===== config.mk =====
export PLATFORM = sky130hd
export DESIGN_NAME = iter_div_unit
export DESIGN_NICKNAME = d
export VERILOG_FILES = /design/src/rtl/iter_div_unit.sv
export SDC_FILE = /design/constraint.sdc
export NUM_CORES = 1
export LEC_CHECK = 0
export BUFFER_PORTS_ARGS = -buffer_cell sky130_fd_sc_hd__buf_2
export CORE_MARGIN = 1
export CORE_UTILIZATION = 50
export CTS_BUF_LIST = sky130_fd_sc_hd__clkbuf_8 sky130_fd_sc_hd__clkbuf_16
export CTS_CLUSTER_DIAMETER = 30
export DETAILED_ROUTE_END_ITERATION = 7
export PLACE_DENSITY = 0.78
export SLEW_MARGIN = 10
export SYNTH_ARGS = -nofsm -noshare
export SYNTH_HDL_FRONTEND = slang
export SYNTH_SLANG_ARGS = --single-unit

===== constraint.sdc =====
create_clock -name clk -period 3.52 [get_ports clk]
set_clock_uncertainty 0.05 [all_clocks]
set_input_delay 0.352 -clock clk [delete_from_list [all_inputs] [get_ports clk]]
set_output_delay 0.352 -clock clk [all_outputs]
set_load 0.01 [all_outputs]

===== src/rtl/iter_div_unit.sv =====
// Iterative radix-2 divider for DIV/DIVU/REM/REMU with valid/ready request/response and kill.
// Optional macro ITER_DIV_EARLY_OUT_EN: short-circuit |a| < |b| and a == 0 in PREP.
module iter_div_unit #(
    parameter int unsigned XLEN  = 32,
    parameter int unsigned TAG_W = 5
) (
    input  logic             clk,
    input  logic             reset,
    input  logic             req_valid,
    output logic             req_ready,
    input  logic [1:0]       req_op,
    input  logic [XLEN-1:0]  req_a,
    input  logic [XLEN-1:0]  req_b,
    input  logic [TAG_W-1:0] req_tag,
    input  logic             kill,
    output logic             resp_valid,
    input  logic             resp_ready,
    output logic [XLEN-1:0]  resp_data,
    output logic [TAG_W-1:0] resp_tag,
    output logic             busy
);

    localparam int unsigned CNT_W = $clog2(XLEN);
    localparam logic [XLEN-1:0]  MIN_NEG = {1'b1, {(XLEN-1){1'b0}}};
    localparam logic [XLEN-1:0]  ONE     = {{(XLEN-1){1'b0}}, 1'b1};
    localparam logic [CNT_W-1:0] CNT_MAX = CNT_W'(XLEN - 1);

    typedef enum logic [2:0] {IDLE, PREP, ITER, FIX, DONE} state_t;

    state_t           state, state_nxt;
    logic [CNT_W-1:0] count;
    logic [1:0]       op;
    logic [TAG_W-1:0] tag;
    logic [XLEN-1:0]  a_raw, abs_a, abs_b, rem, quot, res;
    logic             q_neg, r_neg, special;

    logic             accept, a_neg_in, b_neg_in;
    logic             div_by_zero, overflow, early;
    logic [XLEN:0]    trial;

    assign req_ready  = (state == IDLE) & ~kill;
    assign accept     = req_valid & req_ready;
    assign resp_valid = (state == DONE);
    assign busy       = (state != IDLE);

    assign a_neg_in = ~req_op[0] & req_a[XLEN-1];
    assign b_neg_in = ~req_op[0] & req_b[XLEN-1];

    // r_neg means a is negative and ~q_neg then means b is negative too, so
    // |a|==MIN and |b|==1 identify exactly MIN / -1.
    assign div_by_zero = (abs_b == '0);
    assign overflow    = r_neg & ~q_neg & (abs_a == MIN_NEG) & (abs_b == ONE);
`ifdef ITER_DIV_EARLY_OUT_EN
    assign early = (abs_a < abs_b) | (abs_a == '0);
`else
    assign early = 1'b0;
`endif

    assign trial = {rem, quot[XLEN-1]} - {1'b0, abs_b};

    always_ff @(posedge clk) begin
        if (reset) state <= IDLE;
        else       state <= state_nxt;
    end

    // Short-circuited results still pass through FIX so that their response
    // lands two edges after acceptance, matching the normal path's FIX stage.
    always_comb begin
        state_nxt = state;
        unique case (state)
            IDLE: if (accept) state_nxt = PREP;
            PREP: state_nxt = (div_by_zero | overflow | early) ? FIX : ITER;
            ITER: if (count == CNT_MAX) state_nxt = FIX;
            FIX:  state_nxt = DONE;
            DONE: if (resp_ready) state_nxt = IDLE;
            default: state_nxt = IDLE;
        endcase
        if (kill && state != IDLE) state_nxt = IDLE;
    end

    always_ff @(posedge clk) begin
        if (reset) begin
            count     <= '0;
            op        <= '0;
            tag       <= '0;
            a_raw     <= '0;
            abs_a     <= '0;
            abs_b     <= '0;
            rem       <= '0;
            quot      <= '0;
            res       <= '0;
            q_neg     <= 1'b0;
            r_neg     <= 1'b0;
            special   <= 1'b0;
            resp_data <= '0;
            resp_tag  <= '0;
        end else begin
            unique case (state)
                IDLE: if (accept) begin
                    op      <= req_op;
                    tag     <= req_tag;
                    a_raw   <= req_a;
                    abs_a   <= a_neg_in ? -req_a : req_a;
                    abs_b   <= b_neg_in ? -req_b : req_b;
                    q_neg   <= a_neg_in ^ b_neg_in;
                    r_neg   <= a_neg_in;
                    special <= 1'b0;
                end
                PREP: begin
                    count <= '0;
                    rem   <= '0;
                    quot  <= abs_a;
                    if (div_by_zero) begin
                        special <= 1'b1;
                        res     <= op[1] ? a_raw : '1;
                    end else if (overflow) begin
                        special <= 1'b1;
                        res     <= op[1] ? '0 : a_raw;
                    end else if (early) begin
                        special <= 1'b1;
                        res     <= op[1] ? a_raw : '0;
                    end
                end
                ITER: begin
                    count <= (count == CNT_MAX) ? '0 : count + CNT_W'(1);
                    quot  <= {quot[XLEN-2:0], ~trial[XLEN]};
                    if (!trial[XLEN]) rem <= trial[XLEN-1:0];
                    else              rem <= {rem[XLEN-2:0], quot[XLEN-1]};
                end
                FIX: begin
                    resp_tag <= tag;
                    if (special)    resp_data <= res;
                    else if (op[1]) resp_data <= r_neg ? -rem : rem;
                    else            resp_data <= q_neg ? -quot : quot;
                end
                default: ;
            endcase
        end
    end

endmodule


Word level (Yosys, flattened, before mapping). Index checks and enable logic that the tools add are counted.

Bits in read-only memories: 0. Logic and storage cells: 81. Bits in writable memories: 0. Output and inout bits: 40. Bits in registers: 247. Bits in latches: 0. Memories kept: 0.

Divide/modulo/power cells: 0. Shift operators: 0. Multiplexer cells: 24. Reduce and logical (&&, ||, !) cells: 12. Bitwise operators: 13. Add/sub/neg operators: 6. $lt $le $gt $ge: 0. Equality and inequality tests: 11. Multiply operators: 0.

Operators with widths (number): $mux 32 (11); $neg 32->32 (4); $pmux 32 s2 (2); $sub 33x32->33 (1); $eq 32x1->1 const B (1); $eq 32x32->1 const B (1); $logic_not 32->1 (1); $pmux 3 s5 (1); $pmux 5 s2 (1); $mux 3 (3); $and 1x1->1 (7); $eq 3x2->1 const B (2); $reduce_and 3->1 (2); $reduce_bool 2->1 (3); $add 5x1->5 const B (1); $eq 5x5->1 const B (1); $mux 5 (1); $mux 1 (4); $ne 2x2->1 const B (2); $not 1->1 (4); $reduce_and 2->1 (2); $eq 3x1->1 const B (1); $eq 3x3->1 const B (1); $logic_not 3->1 (1); other kinds (8) (8).

Longest topological paths before layout. Gate-level depths: netlist of run 1.

Depth after elaboration: 7. Gate-level depth with buffers: 14. Gate-level depth less buffers: 12.

Worst setup path after synthesis of run 1. Ideal clock, no wire load.

Path kind: register -> register. From: register abs_b[27]. To: register rem[27]. Path slack: 0.521 ns. Cell stages (with the launch flop): 14. Setup time: 0.122 ns. Path buffers: 2. Clock period less this slack: 2.999 ns. Required time: 3.348 ns. Data arrival time: 2.827 ns. Path through: dfxtp_1 -> inv_1 -> ha_1 -> buf_2 -> a21o_1 -> o21bai_1 -> a2111oi_2 -> nor3_1 -> or3_1 -> o221ai_2 -> xnor2_1 -> buf_2 -> nor2_1 -> a221o_1.

Longest elaborated chain between the ends: 3.

Ends and longest elaborated chain: start: declaration (line 34) `logic [XLEN-1:0] a_raw, abs_a, abs_b, rem, quot, res;`; start signal: assignment (line 104) `abs_b <= b_neg_in ? -req_b : req_b;`; $sub 33x32->33 (line 59) `assign trial = {rem, quot[XLEN-1]} - {1'b0, abs_b};`; $mux 32 (line 127) `if (!trial[XLEN]) rem <= trial[XLEN-1:0];`; $pmux 32 s2 (line 98) `unique case (state)`; end signal: assignment (line 127); end signal: assignment (line 128) `else rem <= {rem[XLEN-2:0], quot[XLEN-1]};`; end: declaration (line 34).

Every way passes these cells. A chain may end at the register's enable or synchronous reset.

Worst setup path in the final report of run 1.
From: register quot[31]. To: register rem[26].

Longest elaborated chain between the ends: 3.

Ends and longest elaborated chain: start: declaration (line 34); start signal: assignment (line 112) `quot <= abs_a;`; start signal: assignment (line 126) `quot <= {quot[XLEN-2:0], ~trial[XLEN]};`; $sub 33x32->33 (line 59); $mux 32 (line 127); $pmux 32 s2 (line 98).

Every way passes these cells.

==> results of run 1 <==
==> power by group <==
group	switching [W]	internal, W	leakage (nW)
Clock	0.00169	0.00357	0.950
Sequential	0.000115	0.00288	1.99
Combinational	0.000642	0.000396	3.93
Total	0.00245	0.00685	6.87
==> state kept, by name, indices dropped and copies added (netlist names), 3 cells and up <==
| name | cells |
|---|---|
| resp_data | 32 |
| quot | 32 |
| resp_tag | 5 |
| abs_a | 31 |
| count | 5 |
| abs_b | 32 |
| res | 32 |
| tag | 5 |
| state | 3 |
| rem | 32 |
| a_raw | 32 |
==> kinds of logic after synthesis <==
logic type / count (synthesis) / synth area share
and+or+nand+nor: 642 / 0.1990
AOI/OAI and AO/OA: 568 / 0.2464
DFF: 245 / 0.3422
buffers and inverters: 187 / 0.05046
xor gates and xnor gates: 141 / 0.08616
muxes: 58 / 0.04051
adders and majority gates: 40 / 0.03527
==> layout make-up <==
| type | count | area, sq um |
|---|---|---|
| clock buffer | 61 | 1459 |
| clock inverter | 43 | 501.7 |
| fill | 2480 | 10590 |
| inverter | 60 | 225.2 |
| multi-input combinational | 1449 | 8743 |
| sequential | 245 | 4906 |
| tap | 378 | 473.0 |
| timing repair buffer | 175 | 1115 |
==> stage by stage <==
stage / power, W / hold slack, ns / util
CTS: 0.009308 / 0.003938 / 0.6220
global route: 0.009598 / 0.01374 / 0.6220
finish: 0.009298 / 0.008710 / 0.6220
detailed placement: 0.004040 / 0.3938 / 0.5474
floorplan: 0.003712 / 0.3813 / -
global placement: 0.004022 / 0.3855 / 0.5474
==> tightest hold or removal path: stages <==
cell     delay [ns]
buf_2          0.12
nand2_1        0.06
a21oi_1        0.05
==> layer usage <==
metal / vias up / wire, microns / GRT usage
met5: - / 0 / 0
met4: 0 / 1438 / 0.1184
met3: 91 / 4471 / 0.07593
met2: 658 / 19780 / 0.4682
met1: 6813 / 20380 / 0.4338
li1: 6964 / - / -
==> path summary, 6_finish.rpt <==
check | endpoint | cells after the start
min reg2reg | resp_tag[2] | 2
max reg2reg | rem[26] | 13
min | a_raw[0] | 3
max | rem[26] | 13
==> Yosys cell counts (4+ instances only) <==
library cell	instances	area [sq um]
nor3b_1	4	30.03
a31oi_1	9	56.30
o41ai_1	15	131.4
a21oi_1	186	930.9
nor2_1	231	867.1
a211oi_1	108	810.8
nor3_1	53	265.3
inv_1	59	221.5
clkbuf_1	112	420.4
nand3_1	16	80.08
or4_1	17	127.6
nor4_1	29	181.4
nand2_1	225	844.6
nand2b_1	16	100.1
xor2_1	65	569.3
mux2i_1	58	580.6
nand4_1	14	87.58
a311oi_1	7	61.31
a21o_1	11	82.58
o21ai_0	140	700.7
o21bai_1	5	37.54
ha_1	38	475.5
or3_1	15	93.84
xnor2_1	76	665.6
buf_1	8	30.03
dfxtp_1	245	4905
buf_2	5	25.02
o31ai_1	26	195.2
o211ai_1	21	157.7
nor2b_1	5	31.28
==> repair_timing <==
action / 4_1_cts / 5_1_grt
endpoints found under the setup margin: 0 / 0
gates resized for setup: 0 / 0
hold endpoints to repair: 13 / 0
buffers inserted: 0 / 0
hold buffers: 13 / 0
==> metrics.cfg, run 1 <==
[route]
drtIter0Drc = 1367
first_pass_iters = 5
wl_per_cell_microns = 19.10
vias = 14530
drc = 0
routed_via_density = 6.025
routed_wl_mm = 46.06
antenna_left = 0

[floorplanning]
rows = 61
die_h_microns = 171.3
dieArea_sq_um = 29350
io_pins = 116
initial_core_util = 0.5117
core_sq_um = 28010
die_x_microns = 171.3

[worst_setup_path]
critPathKind = register to register
critPathMaxStageDelay_ns = 0.40
timing.critical_path.buf_inv = 2
required_ns = 3.86
path_common_cell = o21ai_0
worstPathArrival_ns = 3.62
reg2reg_setup_slack_ns = 0.24
reg2reg_from = quot[31]
worstPathCellList = inv_1 -> ha_1 -> fa_1 -> nand2b_1 -> a21oi_1 -> o21ai_0 -> o21ai_1 -> a41o_1 -> o221ai_2 -> xnor2_2 -> buf_4 -> mux2i_1 -> o21ai_0
startpoint = quot[31]
critical-path-top-delay-family = compound AO/OA/AOI/OAI gates
worstPathMaxFanout = 16
cp-end-kind = register
slowest_stage = fa_1
setup.worst_path.start_class = register

[finish]
layout_commonest_cell = dfxtp_1
final_nets = 2101
syn_to_final_growth_pct = 21.56
design_area_sq_um = 17420
final_cell_mix = dfxtp_1 (244), nor2_1 (231), nand2_1 (224)
n_antenna_cell = 0
final-instance-count-excl-fill = 2411
drive_gt1_frac = 0.1367

[pwr]
irDropWorstVdd_v = 0.0003932
leakagePower_nw = 6.871
p_per_area_nw_per_um2 = 533.7

[place]
place_ws_ns = 0.3078
place_area_sq_um = 15330
placed_cells = 2294
place.gp.congestion = 0.9478
portBuffers = 115
place_hpwl_mm = 32.54

[min_path]
hp-class = input pin to register
min_from = req_a[0]

[clock_network]
cts_tree = built
cts.sinks = 245
clk_path_buf_depth = 3
clk_pin_slew_ns = 0.05
htree_levels = 2
root_buffer = clkbuf_16
clock_latency_ns = 0.57
cts_buffers = 55

[synthesis]
ys.warnings.count = 0
syn_nets = 1996
yosys_register_bits = 245
seq_area_frac_synth = 0.3422
synth-edff-count = 0
synthFlopType = dfxtp_1
netlist_area_sq_um = 14330
synth_cell_types = 70
netlist_instances = 1881
syn_avg_cell_area_sq_um = 7.620
synthArstFlopShare = 0

[grt]
grt.total_usage = 0.3134
grt_max_degree = 97
overflow = 0
antenna_found_initial = 0
grt_pass1_wl_mm = 71.84
first_global_vias = 13200

[sta]
rsz0062_at_grt = false
setup-tns-final_ns = 0
drv_slew = 0
hold_viol = 0
worst_pin_slew_ns = 1.088
finalSetupViolCount = 0
fin_ws_ns = 0.2378
finalCritPeriodShare = 0.9324
period_minus_slack_ns = 3.282
fmax_ghz = 0.3047
slew_headroom = 0.2750

[status]
status = finished, final reports clean

[run]
maxCapViolCount = 0

No activity file was read; power rests on OpenSTA's default activity.
==> inputs of run 2 (changes only) <==
- CELL_PAD_IN_SITES_DETAIL_PLACEMENT: not set -> 0
- CELL_PAD_IN_SITES_GLOBAL_PLACEMENT: not set -> 2
- CORE_UTILIZATION: 50 -> 36
- HOLD_SLACK_MARGIN: not set -> 0.08
- PLACE_DENSITY: 0.78 -> 0.91
==> run 2 against run 1 <==
Effect of this change: non-clock buffer count increased by 43; maximum frequency shrank 1.7%; wire length up 7.0%; sequential share of layout area decreased by 1.2 points; hold slack better by 0.091 ns; register-to-register slack worse by 0.06 ns; sequential power about the same; largest power group unchanged; highest routed layer unchanged.
==> metrics.cfg, run 2 (same netlist as run 1, synthesis figures left out) <==
[finish]
syn_to_final_growth_pct = 27.07
fillers = 3918
drive_gt1_frac = 0.1352
final_nets = 2146
n_antenna_cell = 0
final_cell_mix = dfxtp_1 (244), nor2_1 (231), nand2_1 (224)
layout_commonest_cell = dfxtp_1
finish.utilization = 0.4680

[floorplanning]
rows = 72
dieArea_sq_um = 40610
core_sq_um = 38920
io_pins = 116
die_h_microns = 201.5
die_x_microns = 201.5
initial_core_util = 0.3683

[route]
routed_via_density = 5.488
drc = 0
drtIter0Drc = 1269
antenna_left = 0
routed_wl_mm = 49.29
first_pass_iters = 5
wl_per_cell_microns = 18.98
vias = 14250

[clock_network]
clk_path_buf_depth = 3
htree_levels = 2
cts_buffers = 57
clock_latency_ns = 0.61
clk_pin_slew_ns = 0.04
cts.sinks = 245
cts_tree = built
root_buffer = clkbuf_16

[grt]
overflow = 0
first_global_vias = 13050
antenna_found_initial = 1
grt.total_usage = 0.2377
grt_max_degree = 93
grt_pass1_wl_mm = 75.92

[sta]
hold_ws_ns = 0.09938
hold_viol = 0
finalSetupViolCount = 0
setup-tns-final_ns = 0
fmax_ghz = 0.2995
worst_pin_slew_ns = 1.111
finalCritPeriodShare = 0.9487
slew_headroom = 0.2595
period_minus_slack_ns = 3.339
drv_slew = 0
rsz0062_at_grt = false

[worst_setup_path]
timing.critical_path.buf_inv = 1
critPathKind = register to register
critPathMaxStageDelay_ns = 0.47
worstPathMaxFanout = 26
setup.worst_path.start_class = register
required_ns = 3.90
cp-end-kind = register
worstPathCellList = ha_1 -> a21o_1 -> o21bai_1 -> a2111oi_2 -> nor3_1 -> or3_1 -> o221ai_2 -> xnor2_2 -> buf_12 -> mux2i_1 -> o21ai_0
critical-path-top-delay-family = compound AO/OA/AOI/OAI gates
reg2reg_setup_slack_ns = 0.18
worstPathArrival_ns = 3.72
slowest_stage = dfxtp_1

[pwr]
p_per_area_nw_per_um2 = 542.4
irDropWorstVdd_v = 0.0003948
leakagePower_nw = 7.141

[place]
portBuffers = 115
place_hpwl_mm = 35.76
place.gp.congestion = 0.9220

[run]
maxCapViolCount = 0

[min_path]
hp-class = input pin to register

[status]
status = finished, final reports clean

-- run 2: cell types whose count changed in the layout (fill, tap and decap cells not counted), sizes merged --
cell	before	now
inv	68	66
dlygate4sd3	13	58
clkinv	15	13
clkbuf	61	62
buf	162	160
bufinv	8	13
-- run 2: final cells by class --
cell class / count / area [sq um] / share of cell area
inverter: 60 / 225.2 / 0.01237
tap: 518 / 648.1 / 0.03559
multi-input combinational: 1449 / 8747 / 0.4803
clock buffer: 62 / 1506 / 0.08271
clock inverter: 44 / 625.6 / 0.03435
timing repair buffer: 218 / 1554 / 0.08533
sequential: 245 / 4906 / 0.2694
-- run 2: worst paths after layout --
kind / from / cells past startpoint / endpoint
max: rem[26] / 11 / rem[9]
min: req_b[28] / 3 / abs_b[28]
max reg2reg: rem[26] / 11 / rem[9]
min reg2reg: tag[4] / 2 / resp_tag[4]
-- run 2: per-layer routing --
layer | vias up | global-route usage | wire, microns
met5 | - | 0 | 0
met4 | 0 | 0.08469 | 1544
met3 | 78 | 0.04649 | 3189
met2 | 451 | 0.3351 | 20010
met1 | 6673 | 0.3533 | 24540
li1 | 7046 | - | -
-- run 2: where the power goes --
part / leakage [nW] / internal (W) / switching (W)
sequential: 1.99 / 0.00288 / 0.000113
combinational: 4.12 / 0.000427 / 0.000658
clock: 1.03 / 0.00403 / 0.00177
-- run 2: worst reg2reg max path, delay by kind of cell, from the launching register on --
| kind | cells | cell delay (ns) |
|---|---|---|
| XOR/XNOR | 1 | 0.18 |
| flip-flops | 1 | 0.47 |
| adder cells (fa/ha/maj) | 1 | 0.37 |
| AO/OA/AOI/OAI | 5 | 1.15 |
| AND/OR/NAND/NOR | 2 | 0.51 |
| buffers and inverters | 1 | 0.24 |
| multiplexers | 1 | 0.23 |
-- run 2: through the flow --
step	setup slack [ns]	cell area, sq um	total power [W]	std cells
2_1_floorplan	0.5209	14330	0.003712	1881
3_3_place_gp	0.2360	15490	0.004062	2432
3_5_place_dp	0.1804	15490	0.004068	2432
4_1_cts	0.1790	18210	0.009925	2596
5_1_grt	0.02969	18210	0.01022	2596
6_report	0.1807	18210	0.009878	2596
-- run 2: timing repair --
action / 4_1_cts / 5_1_grt
hold buffers: 58 / 0
gates resized for setup: 0 / 2
endpoints found under the setup margin: 0 / 20
hold endpoints to repair: 85 / 0
buffers inserted: 0 / 0
